`config.mk`:
```
export PLATFORM = sky130hd
export DESIGN_NAME = can_rx_frame_flat
export DESIGN_NICKNAME = d
export VERILOG_FILES = /design/src/rtl/can_rx_frame_if.sv /design/src/rtl/can_rx_frame.sv /design/src/flat_wrapper.sv
export SDC_FILE = /design/constraint.sdc
export NUM_CORES = 1
export LEC_CHECK = 0
export BUFFER_PORTS_ARGS = -buffer_cell sky130_fd_sc_hd__buf_2
export CAP_MARGIN = 10
export CELL_PAD_IN_SITES_DETAIL_PLACEMENT = 1
export CELL_PAD_IN_SITES_GLOBAL_PLACEMENT = 1
export CORE_AREA = 2 2 142 144
export CTS_CLUSTER_DIAMETER = 200
export DETAILED_ROUTE_END_ITERATION = 7
export DIE_AREA = 0 0 144 146
export MAX_ROUTING_LAYER = met4
export PLACE_DENSITY_LB_ADDON = 0.1
export SYNTH_ARGS = -nofsm -noshare
export SYNTH_HDL_FRONTEND = slang
export SYNTH_SLANG_ARGS = --single-unit
```
`constraint.sdc`:
```
create_clock -name clk -period 18.2 [get_ports clk]
set_clock_uncertainty 0.2 [all_clocks]
set_input_delay 2.73 -clock clk [delete_from_list [all_inputs] [get_ports clk]]
set_output_delay 2.73 -clock clk [all_outputs]
set_load 0.1 [all_outputs]
```
`src/rtl/can_rx_frame_if.sv`:
```
`default_nettype none
// +--------------------------------------------------------------------+
// | Module   : can_rx_frame_if                                         |
// | Brief    : Sampled-bit input and frame result bundle of the CAN    |
// |            2.0A receive frame engine.                              |
// | Revision : 1.0 - initial release                                   |
// +--------------------------------------------------------------------+
interface can_rx_frame_if;
  logic        bit_valid;
  logic        rx_bit;
  logic        frame_valid;
  logic [10:0] rx_id;
  logic        rx_rtr;
  logic [3:0]  rx_dlc;
  logic [63:0] rx_data;
  logic        err_stuff;
  logic        err_form;
  logic        err_crc;
  logic        busy;
  logic        ack_drive;

  // Bit-timing stage / controller side.
  modport master (
    output bit_valid, rx_bit,
    input  frame_valid, rx_id, rx_rtr, rx_dlc, rx_data,
    input  err_stuff, err_form, err_crc, busy, ack_drive
  );

  // Frame engine side.
  modport slave (
    input  bit_valid, rx_bit,
    output frame_valid, rx_id, rx_rtr, rx_dlc, rx_data,
    output err_stuff, err_form, err_crc, busy, ack_drive
  );
endinterface
`default_nettype wire

```
`src/rtl/can_rx_frame.sv`:
```
`default_nettype none
// +--------------------------------------------------------------------+
// | Module   : can_rx_frame                                            |
// | Brief    : CAN 2.0A receive frame engine. Destuffs sampled bits,   |
// |            parses standard data/remote frames, checks CRC-15 and   |
// |            reports the frame or a single error pulse.              |
// |            Optional macro CAN_RX_ACK_EN enables ack_drive.         |
// | Revision : 1.0 - initial release                                   |
// +--------------------------------------------------------------------+
module can_rx_frame (
  input  logic            clk,
  input  logic            rst,
  can_rx_frame_if.slave   bus
);

  typedef enum logic [3:0] {
    S_INTEG   = 4'd0,
    S_IDLE    = 4'd1,
    S_ARB     = 4'd2,
    S_CTRL    = 4'd3,
    S_DATA    = 4'd4,
    S_CRC     = 4'd5,
    S_CRC_DEL = 4'd6,
    S_ACK     = 4'd7,
    S_ACK_DEL = 4'd8,
    S_EOF     = 4'd9
  } state_t;

  localparam logic [14:0] CRC_POLY = 15'h4599;

  // One CRC-15 step for a destuffed bit.
  function automatic logic [14:0] crc_step(input logic [14:0] c, input logic b);
    if (b ^ c[14]) crc_step = {c[13:0], 1'b0} ^ CRC_POLY;
    else           crc_step = {c[13:0], 1'b0};
  endfunction

  state_t      state, state_nxt;
  logic [6:0]  bit_cnt, bit_cnt_nxt;
  logic [2:0]  run_cnt, run_cnt_nxt;
  logic        last_bit, last_bit_nxt;
  logic [14:0] crc, crc_nxt;
  logic [13:0] crc_rx, crc_rx_nxt;     // first 14 received CRC bits
  logic        crc_ok, crc_ok_nxt;
  logic [10:0] id_sh, id_sh_nxt;
  logic        rtr_sh, rtr_sh_nxt;
  logic [3:0]  dlc_sh, dlc_sh_nxt;
  logic [63:0] data_sh, data_sh_nxt;

  logic        frame_valid_r, frame_valid_nxt;
  logic [10:0] rx_id_r, rx_id_nxt;
  logic        rx_rtr_r, rx_rtr_nxt;
  logic [3:0]  rx_dlc_r, rx_dlc_nxt;
  logic [63:0] rx_data_r, rx_data_nxt;
  logic        err_stuff_r, err_stuff_nxt;
  logic        err_form_r, err_form_nxt;
  logic        err_crc_r, err_crc_nxt;
  logic        busy_r, busy_nxt;

  logic        stuff_slot;
  logic        abort;
  logic [3:0]  dlc_new;
  logic [6:0]  data_bits;

  // Payload length in bits: DLC values above 8 still carry 8 bytes.
  assign data_bits = (dlc_sh > 4'd8) ? 7'd64 : {dlc_sh, 3'b000};

  // Register the whole engine state and all outputs.
  always_ff @(posedge clk or posedge rst) begin
    if (rst) begin
      state         <= S_INTEG;
      bit_cnt       <= '0;
      run_cnt       <= '0;
      last_bit      <= 1'b0;
      crc           <= '0;
      crc_rx        <= '0;
      crc_ok        <= 1'b0;
      id_sh         <= '0;
      rtr_sh        <= 1'b0;
      dlc_sh        <= '0;
      data_sh       <= '0;
      frame_valid_r <= 1'b0;
      rx_id_r       <= '0;
      rx_rtr_r      <= 1'b0;
      rx_dlc_r      <= '0;
      rx_data_r     <= '0;
      err_stuff_r   <= 1'b0;
      err_form_r    <= 1'b0;
      err_crc_r     <= 1'b0;
      busy_r        <= 1'b0;
    end else begin
      state         <= state_nxt;
      bit_cnt       <= bit_cnt_nxt;
      run_cnt       <= run_cnt_nxt;
      last_bit      <= last_bit_nxt;
      crc           <= crc_nxt;
      crc_rx        <= crc_rx_nxt;
      crc_ok        <= crc_ok_nxt;
      id_sh         <= id_sh_nxt;
      rtr_sh        <= rtr_sh_nxt;
      dlc_sh        <= dlc_sh_nxt;
      data_sh       <= data_sh_nxt;
      frame_valid_r <= frame_valid_nxt;
      rx_id_r       <= rx_id_nxt;
      rx_rtr_r      <= rx_rtr_nxt;
      rx_dlc_r      <= rx_dlc_nxt;
      rx_data_r     <= rx_data_nxt;
      err_stuff_r   <= err_stuff_nxt;
      err_form_r    <= err_form_nxt;
      err_crc_r     <= err_crc_nxt;
      busy_r        <= busy_nxt;
    end
  end

  // Destuffing, field parsing and next-state decode for each sampled bit.
  always_comb begin
    state_nxt       = state;
    bit_cnt_nxt     = bit_cnt;
    run_cnt_nxt     = run_cnt;
    last_bit_nxt    = last_bit;
    crc_nxt         = crc;
    crc_rx_nxt      = crc_rx;
    crc_ok_nxt      = crc_ok;
    id_sh_nxt       = id_sh;
    rtr_sh_nxt      = rtr_sh;
    dlc_sh_nxt      = dlc_sh;
    data_sh_nxt     = data_sh;
    frame_valid_nxt = 1'b0;
    rx_id_nxt       = rx_id_r;
    rx_rtr_nxt      = rx_rtr_r;
    rx_dlc_nxt      = rx_dlc_r;
    rx_data_nxt     = rx_data_r;
    err_stuff_nxt   = 1'b0;
    err_form_nxt    = 1'b0;
    err_crc_nxt     = 1'b0;
    busy_nxt        = busy_r;
    stuff_slot      = 1'b0;
    abort           = 1'b0;
    dlc_new         = {dlc_sh[2:0], bus.rx_bit};

    // Stuff handling: CRC_DEL only sees the stuff bit that may follow
    // the last CRC bit; its own delimiter bit is never counted.
    if (bus.bit_valid && (state inside {S_ARB, S_CTRL, S_DATA, S_CRC, S_CRC_DEL})) begin
      if (run_cnt == 3'd5) begin
        stuff_slot = 1'b1;
        if (bus.rx_bit == last_bit) begin
          err_stuff_nxt = 1'b1;
          abort         = 1'b1;
        end else begin
          run_cnt_nxt  = 3'd1;
          last_bit_nxt = bus.rx_bit;
        end
      end else if (state != S_CRC_DEL) begin
        run_cnt_nxt  = (bus.rx_bit == last_bit) ? run_cnt + 3'd1 : 3'd1;
        last_bit_nxt = bus.rx_bit;
      end
    end

    if (bus.bit_valid && !stuff_slot) begin
      unique case (state)
        S_INTEG: begin
          if (bus.rx_bit) begin
            if (bit_cnt == 7'd10) begin
              state_nxt   = S_IDLE;
              bit_cnt_nxt = '0;
            end else begin
              bit_cnt_nxt = bit_cnt + 7'd1;
            end
          end else begin
            bit_cnt_nxt = '0;
          end
        end
        S_IDLE: begin
          if (!bus.rx_bit) begin
            state_nxt    = S_ARB;
            bit_cnt_nxt  = '0;
            run_cnt_nxt  = 3'd1;
            last_bit_nxt = 1'b0;
            crc_nxt      = crc_step(15'd0, 1'b0);
            crc_rx_nxt   = '0;
            crc_ok_nxt   = 1'b0;
            id_sh_nxt    = '0;
            rtr_sh_nxt   = 1'b0;
            dlc_sh_nxt   = '0;
            data_sh_nxt  = '0;
            busy_nxt     = 1'b1;
          end
        end
        S_ARB: begin
          crc_nxt = crc_step(crc, bus.rx_bit);
          if (bit_cnt < 7'd11) begin
            id_sh_nxt   = {id_sh[9:0], bus.rx_bit};
            bit_cnt_nxt = bit_cnt + 7'd1;
          end else begin
            rtr_sh_nxt  = bus.rx_bit;
            state_nxt   = S_CTRL;
            bit_cnt_nxt = '0;
          end
        end
        S_CTRL: begin
          crc_nxt = crc_step(crc, bus.rx_bit);
          if (bit_cnt == 7'd0 && bus.rx_bit) begin
            err_form_nxt = 1'b1;          // extended frames are not accepted
            abort        = 1'b1;
          end else if (bit_cnt >= 7'd2) begin
            dlc_sh_nxt = dlc_new;
            if (bit_cnt == 7'd5) begin
              bit_cnt_nxt = '0;
              state_nxt   = (rtr_sh || dlc_new == 4'd0) ? S_CRC : S_DATA;
            end else begin
              bit_cnt_nxt = bit_cnt + 7'd1;
            end
          end else begin
            bit_cnt_nxt = bit_cnt + 7'd1;
          end
        end
        S_DATA: begin
          crc_nxt = crc_step(crc, bus.rx_bit);
          data_sh_nxt[~bit_cnt[5:0]] = bus.rx_bit;   // bit 63 first
          if (bit_cnt == data_bits - 7'd1) begin
            state_nxt   = S_CRC;
            bit_cnt_nxt = '0;
          end else begin
            bit_cnt_nxt = bit_cnt + 7'd1;
          end
        end
        S_CRC: begin
          crc_rx_nxt = {crc_rx[12:0], bus.rx_bit};
          if (bit_cnt == 7'd14) begin
            crc_ok_nxt  = ({crc_rx, bus.rx_bit} == crc);
            state_nxt   = S_CRC_DEL;
            bit_cnt_nxt = '0;
          end else begin
            bit_cnt_nxt = bit_cnt + 7'd1;
          end
        end
        S_CRC_DEL: begin
          if (!bus.rx_bit) begin
            err_form_nxt = 1'b1;
            abort        = 1'b1;
          end else begin
            state_nxt = S_ACK;
          end
        end
        S_ACK: begin
          state_nxt = S_ACK_DEL;
        end
        S_ACK_DEL: begin
          if (!bus.rx_bit) begin
            err_form_nxt = 1'b1;          // form error wins over CRC error
            abort        = 1'b1;
          end else if (!crc_ok) begin
            err_crc_nxt = 1'b1;
            abort       = 1'b1;
          end else begin
            state_nxt   = S_EOF;
            bit_cnt_nxt = '0;
          end
        end
        S_EOF: begin
          if (!bus.rx_bit) begin
            err_form_nxt = 1'b1;
            abort        = 1'b1;
          end else if (bit_cnt == 7'd6) begin
            frame_valid_nxt = 1'b1;
            rx_id_nxt       = id_sh;
            rx_rtr_nxt      = rtr_sh;
            rx_dlc_nxt      = dlc_sh;
            rx_data_nxt     = data_sh;
            busy_nxt        = 1'b0;
            state_nxt       = S_IDLE;
            bit_cnt_nxt     = '0;
          end else begin
            bit_cnt_nxt = bit_cnt + 7'd1;
          end
        end
        default: begin
          state_nxt   = S_INTEG;
          bit_cnt_nxt = '0;
        end
      endcase
    end

    // Any error discards the frame and re-integrates to the bus.
    if (abort) begin
      state_nxt   = S_INTEG;
      bit_cnt_nxt = '0;
      busy_nxt    = 1'b0;
    end
  end

`ifdef CAN_RX_ACK_EN
  logic ack_drive_r;

  // Request a dominant ACK for exactly the ACK slot of a clean frame.
  always_ff @(posedge clk or posedge rst) begin
    if (rst) begin
      ack_drive_r <= 1'b0;
    end else if (bus.bit_valid && state == S_CRC_DEL && run_cnt != 3'd5) begin
      ack_drive_r <= bus.rx_bit && crc_ok;
    end else if (bus.bit_valid && state == S_ACK) begin
      ack_drive_r <= 1'b0;
    end
  end

  assign bus.ack_drive = ack_drive_r;
`else
  assign bus.ack_drive = 1'b0;
`endif

  assign bus.frame_valid = frame_valid_r;
  assign bus.rx_id       = rx_id_r;
  assign bus.rx_rtr      = rx_rtr_r;
  assign bus.rx_dlc      = rx_dlc_r;
  assign bus.rx_data     = rx_data_r;
  assign bus.err_stuff   = err_stuff_r;
  assign bus.err_form    = err_form_r;
  assign bus.err_crc     = err_crc_r;
  assign bus.busy        = busy_r;

endmodule
`default_nettype wire

```
`src/flat_wrapper.sv`:
```
// flat-port wrapper written by rule: the top's interface ports become plain ports
module can_rx_frame_flat 
  (clk, rst, bus_bit_valid, bus_rx_bit, bus_frame_valid, bus_rx_id, bus_rx_rtr, bus_rx_dlc, bus_rx_data, bus_err_stuff, bus_err_form, bus_err_crc, bus_busy, bus_ack_drive);
  can_rx_frame_if bus_i ();
  input  logic clk;
  input  logic rst;
  input wire logic [$bits(bus_i.bit_valid)-1:0] bus_bit_valid;
  input wire logic [$bits(bus_i.rx_bit)-1:0] bus_rx_bit;
  output wire logic [$bits(bus_i.frame_valid)-1:0] bus_frame_valid;
  output wire logic [$bits(bus_i.rx_id)-1:0] bus_rx_id;
  output wire logic [$bits(bus_i.rx_rtr)-1:0] bus_rx_rtr;
  output wire logic [$bits(bus_i.rx_dlc)-1:0] bus_rx_dlc;
  output wire logic [$bits(bus_i.rx_data)-1:0] bus_rx_data;
  output wire logic [$bits(bus_i.err_stuff)-1:0] bus_err_stuff;
  output wire logic [$bits(bus_i.err_form)-1:0] bus_err_form;
  output wire logic [$bits(bus_i.err_crc)-1:0] bus_err_crc;
  output wire logic [$bits(bus_i.busy)-1:0] bus_busy;
  output wire logic [$bits(bus_i.ack_drive)-1:0] bus_ack_drive;
  assign bus_i.bit_valid = bus_bit_valid;
  assign bus_i.rx_bit = bus_rx_bit;
  assign bus_frame_valid = bus_i.frame_valid;
  assign bus_rx_id = bus_i.rx_id;
  assign bus_rx_rtr = bus_i.rx_rtr;
  assign bus_rx_dlc = bus_i.rx_dlc;
  assign bus_rx_data = bus_i.rx_data;
  assign bus_err_stuff = bus_i.err_stuff;
  assign bus_err_form = bus_i.err_form;
  assign bus_err_crc = bus_i.err_crc;
  assign bus_busy = bus_i.busy;
  assign bus_ack_drive = bus_i.ack_drive;
  can_rx_frame u_core (.clk(clk), .rst(rst), .bus(bus_i));
endmodule
```
==> metrics <==
relative max-transition margin between 20% and 30%; multiplexer share of the synthesized area approximately 10%; max-slew violations 0; CTS tree built; max frequency approximately 210 MHz; Avg Cell Area, Syn 10.42 um2; clock-pin slew on the worst setup and hold paths 0.06 ns; register area around 5300 um2; post-route cell area between 10000 and 15000 um2; Initial Utilization around 51%; Post-synth EDFFs 0; TritonCTS Buffers 23; Die ar. between 20000 and 25000 um2; post-synthesis compound-gate area fraction 15.83%; DP Area between 10000 and 15000 um2; Worst setup SP type input pin; antenna-violating nets left 0; largest family of logic cells by synthesized area compound AO/OA/AOI/OAI gates; Crit Path Class in -> reg; layout cells sized above 1 22.38%; Req. time, crit path about 18 ns; Final nets 1006; Final Hold Slack between 0.2 and 0.3 ns; Hold Crit Class reg -> reg; Seq/Total Area, Yosys a little over half; clock root buffer clkbuf_16; Main synth FF type dfrtp_1; Total Wirelength between 20 and 30 mm; xor/xnor share of the synthesized area between 2 and 3%; global route overflow 0; pre-CTS setup slack 12.89 ns; endpoints failing setup 0; post-synth top area share between 50% and 60%; # rows between 50 and 60; commonest non-fill, non-tap cells in the layout dfrtp_1 (210), o21ai_0 (166), nand2_1 (93); H-tree depth 1; setup bufs post-CTS 0; Area growth syn-to-layout 12.69%; setup TNS 0 ns; via count around 7400; area occupied by multi-input gates approximately 4200 um2; Setup crit end kind flop; via/cell ratio roughly 5.8; Die W around 140 um; commonest non-fill, non-tap cell in the layout dfrtp_1; clock sinks 210; Critical Path AT a little under 5 ns; 1st-iter DRT viols approximately 290; final critical-path setup slack 13.43 ns; Yosys top cell by area dfrtp_1; vias in the first global route 7541; fraction of registers with async set/reset 100.0%; Post-Synth Adder-Cell Area 1.144%; port bufs 88; top-level I/O count 90; RSZ-0062 raised after global routing false; Ys Warns 0; Post-Synth Simple-Gate Area between 10% and 20%; Tcrit/Tclk final 26.20%; HPWL after DPL about 16 mm; fin crit period 4.768 ns; Residual DRC 0; Max-Cap Viols 0; cell count after synthesis roughly 950; ranking of synthesized cells by area dfrtp_1 (53%), o21ai_0 (8.4%), mux2_2 (7.2%), a21oi_1 (3.8%), nand2_1 (3.6%); chip height approximately 150 um; fillers 2123; placed cells 1233; final hold vios 0; CTS Buffer Depth 3; GRT Overall Usage roughly a quarter; Seq cells post-synth 210; wire length per cell 19.99 um; Max VDD drop 74.35 uV; RePlAce Congestion roughly 0.76; Distinct cells, synth 67; initial antenna violation count 0; Synth Net Count between 900 and 1000; pin count of the biggest net entering global routing 132; status finished clean; first-pass GRT wire length 41.28 mm; final instance count without filler cells between 1000 and 1500; core area slightly below 20000 um2; power consumption 1.423 mW; Skew-Pair Late Insertion Delay ~0.51 ns; final core occ 57.39%; Least-Margin Pin Slew between 1 and 1.5 ns; # hold bufs at CTS 0; DR pass1 iterations 4; post-synthesis cell area between 9000 and 10000 um2; power density over the cells between 100 and 150 nW/um2; CP Max Fanout slightly above 80; # diodes 0; leakage 5.378 nW; post-CTS sizing 0
-- cell families (layout without fill, tap and decap cells) --
| logic type | count (synthesis) | after routing |
|---|---|---|
| flops | 210 | 210 |
| simple gates | 240 | 240 |
| compound gates | 279 | 279 |
| buf+inv | 91 | 156 |
| mux | 86 | 86 |
| xor+xnor | 29 | 29 |
| other cells | 1 | 1 |
| fa+ha+maj | 9 | 9 |
-- routing by layer --
layer | wire length [um] | global-route usage [%] | part of all wire, %
met5 | 0 | - | 0
met4 | 397 | 4.461 | 1.6
met1 | 11890 | 36.14 | 47
met3 | 1164 | 3.620 | 4.6
met2 | 12040 | 39.10 | 47
-- cell usage after synthesis, drive strengths merged (13+ instances only) --
library cell / instances
clkbuf: 33
nor2: 23
nand2: 95
inv: 18
nand3: 37
buf: 40
xnor2: 20
dfrtp: 210
a21oi: 75
o21ai: 166
mux2: 81
nor3: 13
-- final timing paths --
| path | start | end | slack [ns] | depth (start not counted) |
|---|---|---|---|---|
| hold / removal | u_core.bus.rx_id[6] | u_core.bus.rx_id[6] | 0.28 | 1 |
| max in group asynchronous | rst | u_core.data_sh[26] | 14.07 | 3 |
| min in group asynchronous | rst | u_core.bus.rx_id[3] | 2.18 | 2 |
| setup reg to reg | u_core.state[1] | u_core.bus.rx_data[30] | 14.55 | 6 |
| setup / recovery | bus_bit_valid | u_core.bus.rx_data[30] | 13.43 | 6 |
| hold reg to reg | u_core.bus.rx_id[6] | u_core.bus.rx_id[6] | 0.28 | 1 |
-- critical path: stages --
cell and delay (ns):
buf_2 0.12, o41a_1 0.46, nand2_2 0.14, nor3_2 0.20, buf_4 0.82, mux2_2 0.43
-- state kept, by name, summed over array words and instances, names as in the netlist --
signal	flops
u_core.bus.err_crc	1
u_core.bus.err_form	1
u_core.run_cnt	3
u_core.last_bit	1
u_core.crc_ok	1
u_core.bus.rx_dlc	4
u_core.bus.rx_data	64
u_core.bus.err_stuff	1
u_core.crc_rx	14
u_core.bit_cnt	7
u_core.state	4
u_core.id_sh	11
u_core.bus.rx_id	11
u_core.data_sh	64
u_core.dlc_sh	4
u_core.rtr_sh	1
u_core.bus.busy	1
u_core.crc	15
u_core.bus.rx_rtr	1
u_core.bus.frame_valid	1
-- report_power, final --
group / switching [mW] / total (mW) / internal [mW]
clock network: 0.189 / 0.468 / 0.279
logic: 0.244 / 0.377 / 0.133
registers: 0.0679 / 0.578 / 0.510
total: 0.500 / 1.42 / 0.922
-- layout make-up --
type	instances	area share (%)
well taps	265	2.988
flip-flops and latches	210	47.36
clock buffers	35	6.315
inverters	18	0.6766
clock inverters	7	0.5977
repair buffers	96	4.511
multi-input cells	644	37.55
(Power assumes the default switching activity.)
